==> config.mk <==
export PLATFORM = sky130hd
export DESIGN_NAME = regfile_wr_arbiter_flat
export DESIGN_NICKNAME = d
export VERILOG_FILES = /design/src/rtl/regfile_wr_arbiter_if.sv /design/src/rtl/regfile_wr_arbiter.sv /design/src/flat_wrapper.sv
export SDC_FILE = /design/constraint.sdc
export NUM_CORES = 1
export LEC_CHECK = 0
export ABC_AREA = 1
export ABC_CLOCK_PERIOD_IN_PS = 9200
export CAP_MARGIN = 10
export CORE_MARGIN = 4
export CORE_UTILIZATION = 32
export CTS_BUF_LIST = sky130_fd_sc_hd__clkbuf_16
export DETAILED_ROUTE_END_ITERATION = 8
export PLACE_DENSITY_LB_ADDON = 0.12
export SETUP_SLACK_MARGIN = 0.02
export SLEW_MARGIN = 20
export SYNTH_ARGS = -nofsm -noshare
export SYNTH_HDL_FRONTEND = slang
export SYNTH_SLANG_ARGS = --single-unit
==> constraint.sdc <==
create_clock -name clk -period 9.2 [get_ports clk]
set_clock_uncertainty 0.05 [all_clocks]
set_input_delay 1.38 -clock clk [delete_from_list [all_inputs] [get_ports clk]]
set_output_delay 1.38 -clock clk [all_outputs]
set_load 0.02 [all_outputs]
==> src/rtl/regfile_wr_arbiter_if.sv <==
// Long-latency result handshake into the register-file write arbiter.
// The master presents a result; the slave accepts it on valid && ready.
interface regfile_wr_arbiter_if;
  logic        lq_valid;
  logic        lq_ready;
  logic [4:0]  lq_addr;
  logic [31:0] lq_data;

  modport master (
    output lq_valid,
    output lq_addr,
    output lq_data,
    input  lq_ready
  );

  modport slave (
    input  lq_valid,
    input  lq_addr,
    input  lq_data,
    output lq_ready
  );
endinterface

==> src/rtl/regfile_wr_arbiter.sv <==
// Shares the register-file write port between WB and a long-latency
// result FIFO; keeps the busy scoreboard and drives the ID stall.
module regfile_wr_arbiter #(
  parameter int DEPTH        = 2,
  parameter int STARVE_LIMIT = 4
) (
  input  logic        clk,
  input  logic        rst,
  input  logic        wb_wr_en,
  input  logic [4:0]  wb_wr_addr,
  input  logic [31:0] wb_wr_data,
  regfile_wr_arbiter_if.slave lq,
  input  logic        id_valid,
  input  logic [4:0]  id_rs1,
  input  logic [4:0]  id_rs2,
  input  logic [4:0]  id_rd,
  input  logic        id_rd_wr,
  input  logic        id_long,
  output logic        id_stall,
  output logic        pipe_hold,
  output logic        rf_wr_en,
  output logic [4:0]  rf_wr_addr,
  output logic [31:0] rf_wr_data,
  output logic [31:0] busy_mask,
  output logic [2:0]  lq_count
);

  localparam logic [1:0] LAST = 2'(DEPTH - 1);
  localparam logic [2:0] FULL = 3'(DEPTH);
  localparam logic [7:0] SL   = 8'(STARVE_LIMIT);

  logic [4:0]  q_addr [4];
  logic [31:0] q_data [4];
  logic [1:0]  rd_ptr;
  logic [1:0]  wr_ptr;
  logic [2:0]  count;
  logic [31:0] busy;
  logic [7:0]  starve_cnt;

  logic        empty;
  logic        wb_ok;
  logic        pop;
  logic        blocked;
  logic        push;
  logic        issue;
  logic [4:0]  head_addr;
  logic [31:0] clr_mask;
  logic [31:0] set_mask;
  logic [31:0] eff_busy;

  assign empty     = (count == 3'd0);
  assign head_addr = q_addr[rd_ptr];
  assign wb_ok     = wb_wr_en && (wb_wr_addr != 5'd0);

  // A pending hold lets the head through regardless of WB.
  assign pop     = !rst && !empty && (pipe_hold || !wb_ok);
  assign blocked = !rst && !empty && !pipe_hold && wb_ok;

  assign lq.lq_ready = !rst && (count < FULL);
  assign push = lq.lq_valid && lq.lq_ready
             && (lq.lq_addr != 5'd0);

  assign rf_wr_en   = pop || (!rst && wb_ok);
  assign rf_wr_addr = pop ? head_addr : wb_wr_addr;
  assign rf_wr_data = pop ? q_data[rd_ptr] : wb_wr_data;

  assign clr_mask = pop ? (32'd1 << head_addr) : 32'd0;
  assign eff_busy = busy & ~clr_mask;

  always_comb begin
    id_stall = 1'b0;
    if (!rst && id_valid) begin
      id_stall = ((id_rs1 != 5'd0) && eff_busy[id_rs1])
              || ((id_rs2 != 5'd0) && eff_busy[id_rs2])
              || (id_rd_wr && (id_rd != 5'd0)
                  && eff_busy[id_rd]);
    end
  end

  assign issue = id_valid && id_long && id_rd_wr
              && (id_rd != 5'd0) && !id_stall;
  assign set_mask = issue ? (32'd1 << id_rd) : 32'd0;

  assign busy_mask = busy;
  assign lq_count  = count;

  always_ff @(posedge clk) begin
    if (rst) begin
      rd_ptr     <= 2'd0;
      wr_ptr     <= 2'd0;
      count      <= 3'd0;
      busy       <= 32'd0;
      starve_cnt <= 8'd0;
      pipe_hold  <= 1'b0;
    end else begin
      if (push) begin
        q_addr[wr_ptr] <= lq.lq_addr;
        q_data[wr_ptr] <= lq.lq_data;
        wr_ptr <= (wr_ptr == LAST) ? 2'd0 : wr_ptr + 2'd1;
      end
      if (pop) begin
        rd_ptr <= (rd_ptr == LAST) ? 2'd0 : rd_ptr + 2'd1;
      end
      count <= count + {2'd0, push} - {2'd0, pop};
      busy  <= ((busy & ~clr_mask) | set_mask) & 32'hFFFF_FFFE;
      pipe_hold <= 1'b0;
      if (pop || empty) begin
        starve_cnt <= 8'd0;
      end else if (blocked) begin
        if (starve_cnt + 8'd1 >= SL) begin
          starve_cnt <= 8'd0;
          pipe_hold  <= 1'b1;
        end else begin
          starve_cnt <= starve_cnt + 8'd1;
        end
      end
    end
  end

endmodule

==> src/flat_wrapper.sv <==
// flat-port wrapper written by rule: the top's interface ports become plain ports
module regfile_wr_arbiter_flat 
#(
  parameter int DEPTH        = 2,
  parameter int STARVE_LIMIT = 4
)
  (clk, rst, wb_wr_en, wb_wr_addr, wb_wr_data, id_valid, id_rs1, id_rs2, id_rd, id_rd_wr, id_long, id_stall, pipe_hold, rf_wr_en, rf_wr_addr, rf_wr_data, busy_mask, lq_count, lq_lq_valid, lq_lq_addr, lq_lq_data, lq_lq_ready);
  regfile_wr_arbiter_if lq_i ();
  input  logic clk;
  input  logic rst;
  input  logic wb_wr_en;
  input  logic [4:0] wb_wr_addr;
  input  logic [31:0] wb_wr_data;
  input  logic id_valid;
  input  logic [4:0] id_rs1;
  input  logic [4:0] id_rs2;
  input  logic [4:0] id_rd;
  input  logic id_rd_wr;
  input  logic id_long;
  output logic id_stall;
  output logic pipe_hold;
  output logic rf_wr_en;
  output logic [4:0] rf_wr_addr;
  output logic [31:0] rf_wr_data;
  output logic [31:0] busy_mask;
  output logic [2:0] lq_count;
  input wire logic [$bits(lq_i.lq_valid)-1:0] lq_lq_valid;
  input wire logic [$bits(lq_i.lq_addr)-1:0] lq_lq_addr;
  input wire logic [$bits(lq_i.lq_data)-1:0] lq_lq_data;
  output wire logic [$bits(lq_i.lq_ready)-1:0] lq_lq_ready;
  assign lq_i.lq_valid = lq_lq_valid;
  assign lq_i.lq_addr = lq_lq_addr;
  assign lq_i.lq_data = lq_lq_data;
  assign lq_lq_ready = lq_i.lq_ready;
  regfile_wr_arbiter #(.DEPTH(DEPTH), .STARVE_LIMIT(STARVE_LIMIT)) u_core (.clk(clk), .rst(rst), .wb_wr_en(wb_wr_en), .wb_wr_addr(wb_wr_addr), .wb_wr_data(wb_wr_data), .lq(lq_i), .id_valid(id_valid), .id_rs1(id_rs1), .id_rs2(id_rs2), .id_rd(id_rd), .id_rd_wr(id_rd_wr), .id_long(id_long), .id_stall(id_stall), .pipe_hold(pipe_hold), .rf_wr_en(rf_wr_en), .rf_wr_addr(rf_wr_addr), .rf_wr_data(rf_wr_data), .busy_mask(busy_mask), .lq_count(lq_count));
endmodule
==> results of run 1 <==
-- through the flow --
step	utilization	hold WS [ns]	area [um2]
after floorplan	-	0.352	9810
after global placement	0.395	0.366	11800
after detailed placement	0.395	0.369	11800
after CTS	0.418	0.390	12500
after global routing	0.418	0.435	12500
final	0.418	0.388	12500
-- tightest hold or removal path: stages, from the launching register on --
cell and delay [ns]:
dfxtp_1 0.30, inv_1 0.05, nor2_1 0.05
-- power breakdown --
group	internal [mW]	switching, mW
sequential	1.00	0.0326
combinational	0.244	0.420
clock	0.430	0.391
-- area by class of cell --
| cell class | count | area, um2 |
|---|---|---|
| diodes | 2 | 5.00 |
| clock buffers | 17 | 425 |
| clock inverters | 15 | 241 |
| fillers | 2902 | 17400 |
| inverters | 70 | 265 |
| multi-input cells | 774 | 3860 |
| flip-flops and latches | 197 | 5430 |
| well taps | 390 | 488 |
| repair buffers | 180 | 1770 |
-- path summary, 6_finish.rpt --
kind | from | to | slack [ns] | depth (start not counted)
worst max-delay path | wb_wr_addr[3] | id_stall | 2.64 | 20
worst max register to register | register | u_core.busy_mask[2]$_SDFF_PP0_ | 5.07 | 21
worst min-delay path | u_core.rd_ptr[1]$_SDFFE_PP0N_ | u_core.rd_ptr[1]$_SDFFE_PP0N_ | 0.39 | 2
worst min register to register | u_core.rd_ptr[1]$_SDFFE_PP0N_ | u_core.rd_ptr[1]$_SDFFE_PP0N_ | 0.39 | 2
-- cells in the final DEF, fill, tap and decap left out, types with 17 or more instances in the layout --
cell type        Yosys  routed
nand3_2             33      33
edfxtp_1           148     148
dfxtp_1             49      48
a21oi_1             24      24
inv_1               61      60
nand3_1             76      76
nand2_1            194     194
a21oi_2             29      29
nor2_1             234     230
nand2_2             22      22
clkbuf_16            0      17
a31oi_1             32      32
clkdlybuf4s50_1      0     169
o21ai_0             71      71
-- routing by layer --
layer	track usage	vias to the layer above	share of wire
met2	0.273	260	0.45
met5	0	-	0.0016
met3	0.0504	39	0.071
met1	0.245	3876	0.46
li1	-	3981	-
met4	0.0462	8	0.017
-- registers in the layout, indices dropped and copies added (netlist names), named ones only --
signal             cells
u_core.starve_cnt      8
u_core.lq_count        3
u_core.pipe_hold       1
u_core.wr_ptr          2
u_core.q_addr         20
u_core.busy_mask      31
u_core.rd_ptr          2
u_core.q_data        128
-- kinds of logic after synthesis --
logic type,count (synthesis),synth area share
AND/OR/NAND/NOR,589,0.273
AO/OA/AOI/OAI,171,0.106
XOR/XNOR,1,0.000895
flip-flops,197,0.554
adder cells (fa/ha/maj),6,0.00844
buffers and inverters,130,0.0570
other,1,0.000383
==> flow_metrics.tcl, run 1 <==
set metrics [dict create \
    cts_tree "yes" \
    nets 1342 \
    total_power_mw 2.52 \
    maxCapViolCount 0 \
    crit_top_cell "nand2_1" \
    initial_core_util 0.328 \
    timing.final.crit_share 0.713 \
    drt_first_pass_iters 5 \
    vias_per_cell 4.96 \
    cp.arrival_ns 5.13 \
    slew_headroom 0.375 \
    syn_avg_cell_area_um2 8.94 \
    synth_edf_count 148 \
    timing.final.ws_setup_ns 2.64 \
    critPathTopFamily "simple AND/OR/NAND/NOR gates" \
    fmax_ghz 0.152 \
    hold_buffers 0 \
    post-synth-top-count-cell "nor2_1" \
    yosysSeqAreaShare 0.554 \
    synth_ff_type "edfxtp_1" \
    drtAntennaViolNets 0 \
    finalSetupTns_ns 0 \
    gr-usage-all-layers 0.176 \
    synthTopCellsByArea "edfxtp_1 (45%), dfxtp_1 (10%), nor2_1 (9.0%)" \
    ir_drop_mv 0.114 \
    die_area_um2 33400 \
    core_area_um2 29900 \
    static-leakage-power_nw 4.44 \
    crit_slowest_cell "clkdlybuf4s50_1" \
    ctsRootBufferMaster "clkbuf_16" \
    post_cts_buffers 0 \
    path_class "in -> out" \
    rsz0062_at_grt "no" \
    overflow 0 \
    final_layout_size_suffix_gt1_frac 0.125 \
    wl_um 30000 \
    yosysTopAreaCellShare 0.454 \
    grt_max_degree 65 \
    synth.distinct_cells 42 \
    cp-end-kind "output port" \
    instances_no_fill 1645 \
    ys_seq_elements 197 \
    maxSlewViolCount 0 \
    async_flop_share 0 \
    cts-buffers-inserted 17 \
    pre_cts_slack_ns 2.73 \
    synth_common_cells "nor2_1 (234), nand2_1 (194), edfxtp_1 (148)" \
    clock_latency_ns 0.44 \
    vias 8164 \
    ctsResizeCount 0 \
    synth_area_leader_cell "edfxtp_1" \
    yosys_warnings 0 \
    outcome "completed" \
    cp-start-kind "input pin" \
    min_path_type "reg -> reg" \
    dp_hpwl_um 20300 \
    syn_inst 1095 \
    wl_per_cell_um 18.2 \
    power.density_nw_per_um2 202 \
    worstPathCellList "clkdlybuf4s50_1, nor2_1, nand3_1, nand3_1, nand2_2, nor2_4, nand2_1, nand2_1, nand2_1, nand2_1, nor2_1, nand2_1, nand3_1, nand2_1, nand2_1, nor2_2, nand2_2, nand2_4, inv_1, clkdlybuf4s50_1" \
    area_growth_pct 27.5 \
    drt-initial-drc-count 852 \
    ios 172 \
    syn_area_um2 9790 \
    drc 0 \
    placed_cells 1611 \
    cp_data_required_time_ns 7.77 \
    clock-sinks 197 \
    grt_first_pass_wirelength_um 46000 \
    clockBufferDepth 2 \
    tightest_slew_ns 0.938 \
    grt_pass1_vias 7901 \
    die_h_um 183 \
    num_rows 63 \
    min_period_ns 6.56 \
    io_buffer_count 170 \
    die_w_um 183 \
    hold_viol 0 \
    cp_max_fo 32 \
    antenna_found_initial 6 \
    htreeDepth 4 \
    critical_path.max_stage_delay_ns 0.55 \
    worst-path-buf-inv 3 \
    final-setup-viol-count 0 \
    place.gp.congestion 0.938 \
    clkSlewWorstSetupHoldPaths_ns 0.07 \
]
(Power assumes the default switching activity.)
==> run 2, diff against run 1 <==
--- a/config.mk
+++ b/config.mk
@@ -6,7 +6,7 @@
 export NUM_CORES = 1
 export LEC_CHECK = 0
 export ABC_AREA = 1
-export ABC_CLOCK_PERIOD_IN_PS = 9200
+export ABC_CLOCK_PERIOD_IN_PS = 6140
 export CAP_MARGIN = 10
 export CORE_MARGIN = 4
 export CORE_UTILIZATION = 32
==> constraint.sdc (replaced) <==
create_clock -name clk -period 6.14 [get_ports clk]
set_clock_uncertainty 0.05 [all_clocks]
set_input_delay 0.921 -clock clk [delete_from_list [all_inputs] [get_ports clk]]
set_output_delay 0.921 -clock clk [all_outputs]
set_load 0.02 [all_outputs]
==> run 2 against run 1 <==
Sequential share of layout area down 0.23 points. Cell area up 0.53%. Critical path depth unchanged. Sequential power up 50%. Count of clock-buffer cells in the layout unchanged. Total power up 50%. Global-route usage up 0.39 points. Combinational power up 54%. Worst setup slack worse by 1.7 ns. Register-to-register slack worse by 2.8 ns. Via count up 1.7%. Largest cell class unchanged. Largest power group unchanged. Highest routed layer unchanged.
==> flow_metrics.tcl, run 2 (synthesis gave the netlist of run 1 again) <==
set metrics [dict create \
    clock_latency_ns 0.44 \
    gr-usage-all-layers 0.180 \
    drtAntennaViolNets 0 \
    cp-end-kind "output port" \
    core_area_um2 29900 \
    power_switching_mw 1.32 \
    ff2ff_path_depth 21 \
    outcome "completed" \
    die_w_um 183 \
    place.gp.congestion 1.01 \
    dp_hpwl_um 20500 \
    p_comb_frac 0.269 \
    num_rows 63 \
    seq_area_um2 5430 \
    final_common_cell "nor2_1" \
    fmax_ghz 0.191 \
    drt-initial-drc-count 725 \
    htreeDepth 4 \
    final-setup-viol-count 0 \
    die_h_um 183 \
    grt_first_pass_wirelength_um 47000 \
    cp-start-kind "input pin" \
    hold_buffers 0 \
    path_class "in -> out" \
    power_frac_seq 0.409 \
    vias 8302 \
    cts_tree "yes" \
    multi_input_area_um2 3860 \
    p_sw_frac 0.349 \
    final_layout_size_suffix_gt1_frac 0.132 \
    nets 1352 \
    ios 172 \
    total_power_mw 3.78 \
    rsz0062_at_grt "no" \
    timing.final.crit_share 0.851 \
    worstPathCellList "clkdlybuf4s50_1, nor2_1, nand3_1, nand3_1, nand2_2, nor2_4, nand2_1, nand2_1, nand2_1, nand2_1, a21oi_1, nand2_1, nand3_1, nand2_1, nand2_1, nor2_2, nand2_2, nand2_4, inv_1, clkdlybuf4s50_1" \
    antenna_found_initial 6 \
    clkSlewWorstSetupHoldPaths_ns 0.08 \
    cts-buffers-inserted 17 \
    vias_per_cell 5.02 \
    ctsRootBufferMaster "clkbuf_16" \
    clockBufferDepth 2 \
    die_area_um2 33400 \
    intPower_mw 2.46 \
    maxCapViolCount 0 \
    min_period_ns 5.22 \
    crit_top_cell "nand2_1" \
    io_buffer_count 170 \
    static-leakage-power_nw 4.49 \
    drt_first_pass_iters 5 \
    min_delay_path_depth 2 \
    finalSetupTns_ns 0 \
    drc 0 \
    min_path_type "reg -> reg" \
    crit_slowest_cell "clkdlybuf4s50_1" \
    pre_cts_slack_ns 0.954 \
    slew_headroom 0.329 \
    largest_register "u_core.q_data" \
    grt_pass1_vias 7964 \
    clock-sinks 197 \
    clockPowerShare 0.321 \
    initial_core_util 0.328 \
    maxSlewViolCount 0 \
    post_cts_buffers 0 \
    tightest_slew_ns 1.00 \
    power.density_nw_per_um2 301 \
    ir_drop_mv 0.195 \
    cp_max_fo 17 \
    ctsResizeCount 0 \
    place_area_um2 11900 \
    cp_data_required_time_ns 5.17 \
    hold_viol 0 \
    wl_um 30700 \
    wl_per_cell_um 18.6 \
    overflow 0 \
    largest_reg_flops 128 \
    timing.final.ws_setup_ns 0.916 \
    area_growth_pct 28.2 \
    n_antenna_cell 0 \
    grt_max_degree 65 \
    final_cell_mix "nor2_1 (230), nand2_1 (194), clkdlybuf4s50_1 (169)" \
    critical_path.max_stage_delay_ns 0.52 \
    stdcell_area_um2 12500 \
    n_fill_cell 2972 \
    cp.arrival_ns 4.25 \
]
[run 2: routing by layer]
layer  up-vias  track usage  part of all wire
li1       4004            -                 -
met1      3920        0.252              0.46
met2       334        0.283              0.45
met3        32       0.0536             0.082
met4        12       0.0340             0.011
met5         -            0            0.0029
[run 2: area by class of cell]
type,count,share of cell area
Multi-Input combinational cell,774,0.307
Sequential cell,197,0.433
Clock buffer,17,0.0339
Inverter,70,0.0211
Clock inverter,15,0.0180
Tap cell,390,0.0389
Timing Repair Buffer,190,0.148
[run 2: critical path: cells and delay by family]
family / cells / cell delay, ns
buffers and inverters: 3 / 1.03
AO/OA/AOI/OAI: 1 / 0.05
AND/OR/NAND/NOR: 16 / 2.25
[run 2: power by group through the flow]
stage	logic (mW)	registers, mW	clock network, mW
after floorplan	0.601	1.56	0
after global placement	1.02	1.58	0
after detailed placement	1.02	1.58	0
after CTS	1.03	1.55	1.24
after global routing	1.12	1.56	1.30
final	1.02	1.55	1.21
[run 2: through the flow]
step | instances | util | hold slack [ns]
CTS | 1653 | 0.420 | 0.384
floorplan | 1101 | - | 0.352
global route | 1653 | 0.420 | 0.423
finish | 1653 | 0.420 | 0.386
global placement | 1621 | 0.398 | 0.363
detailed placement | 1621 | 0.398 | 0.368
[run 2: final timing paths]
check                               endpoint                           from  slack, ns
max                                 id_stall                  wb_wr_addr[3]       0.92
min            u_core.rd_ptr[1]$_SDFFE_PP0N_  u_core.rd_ptr[1]$_SDFFE_PP0N_       0.39
max reg2reg  u_core.busy_mask[23]$_SDFF_PP0_                       register       2.23
min reg2reg    u_core.rd_ptr[1]$_SDFFE_PP0N_  u_core.rd_ptr[1]$_SDFFE_PP0N_       0.39
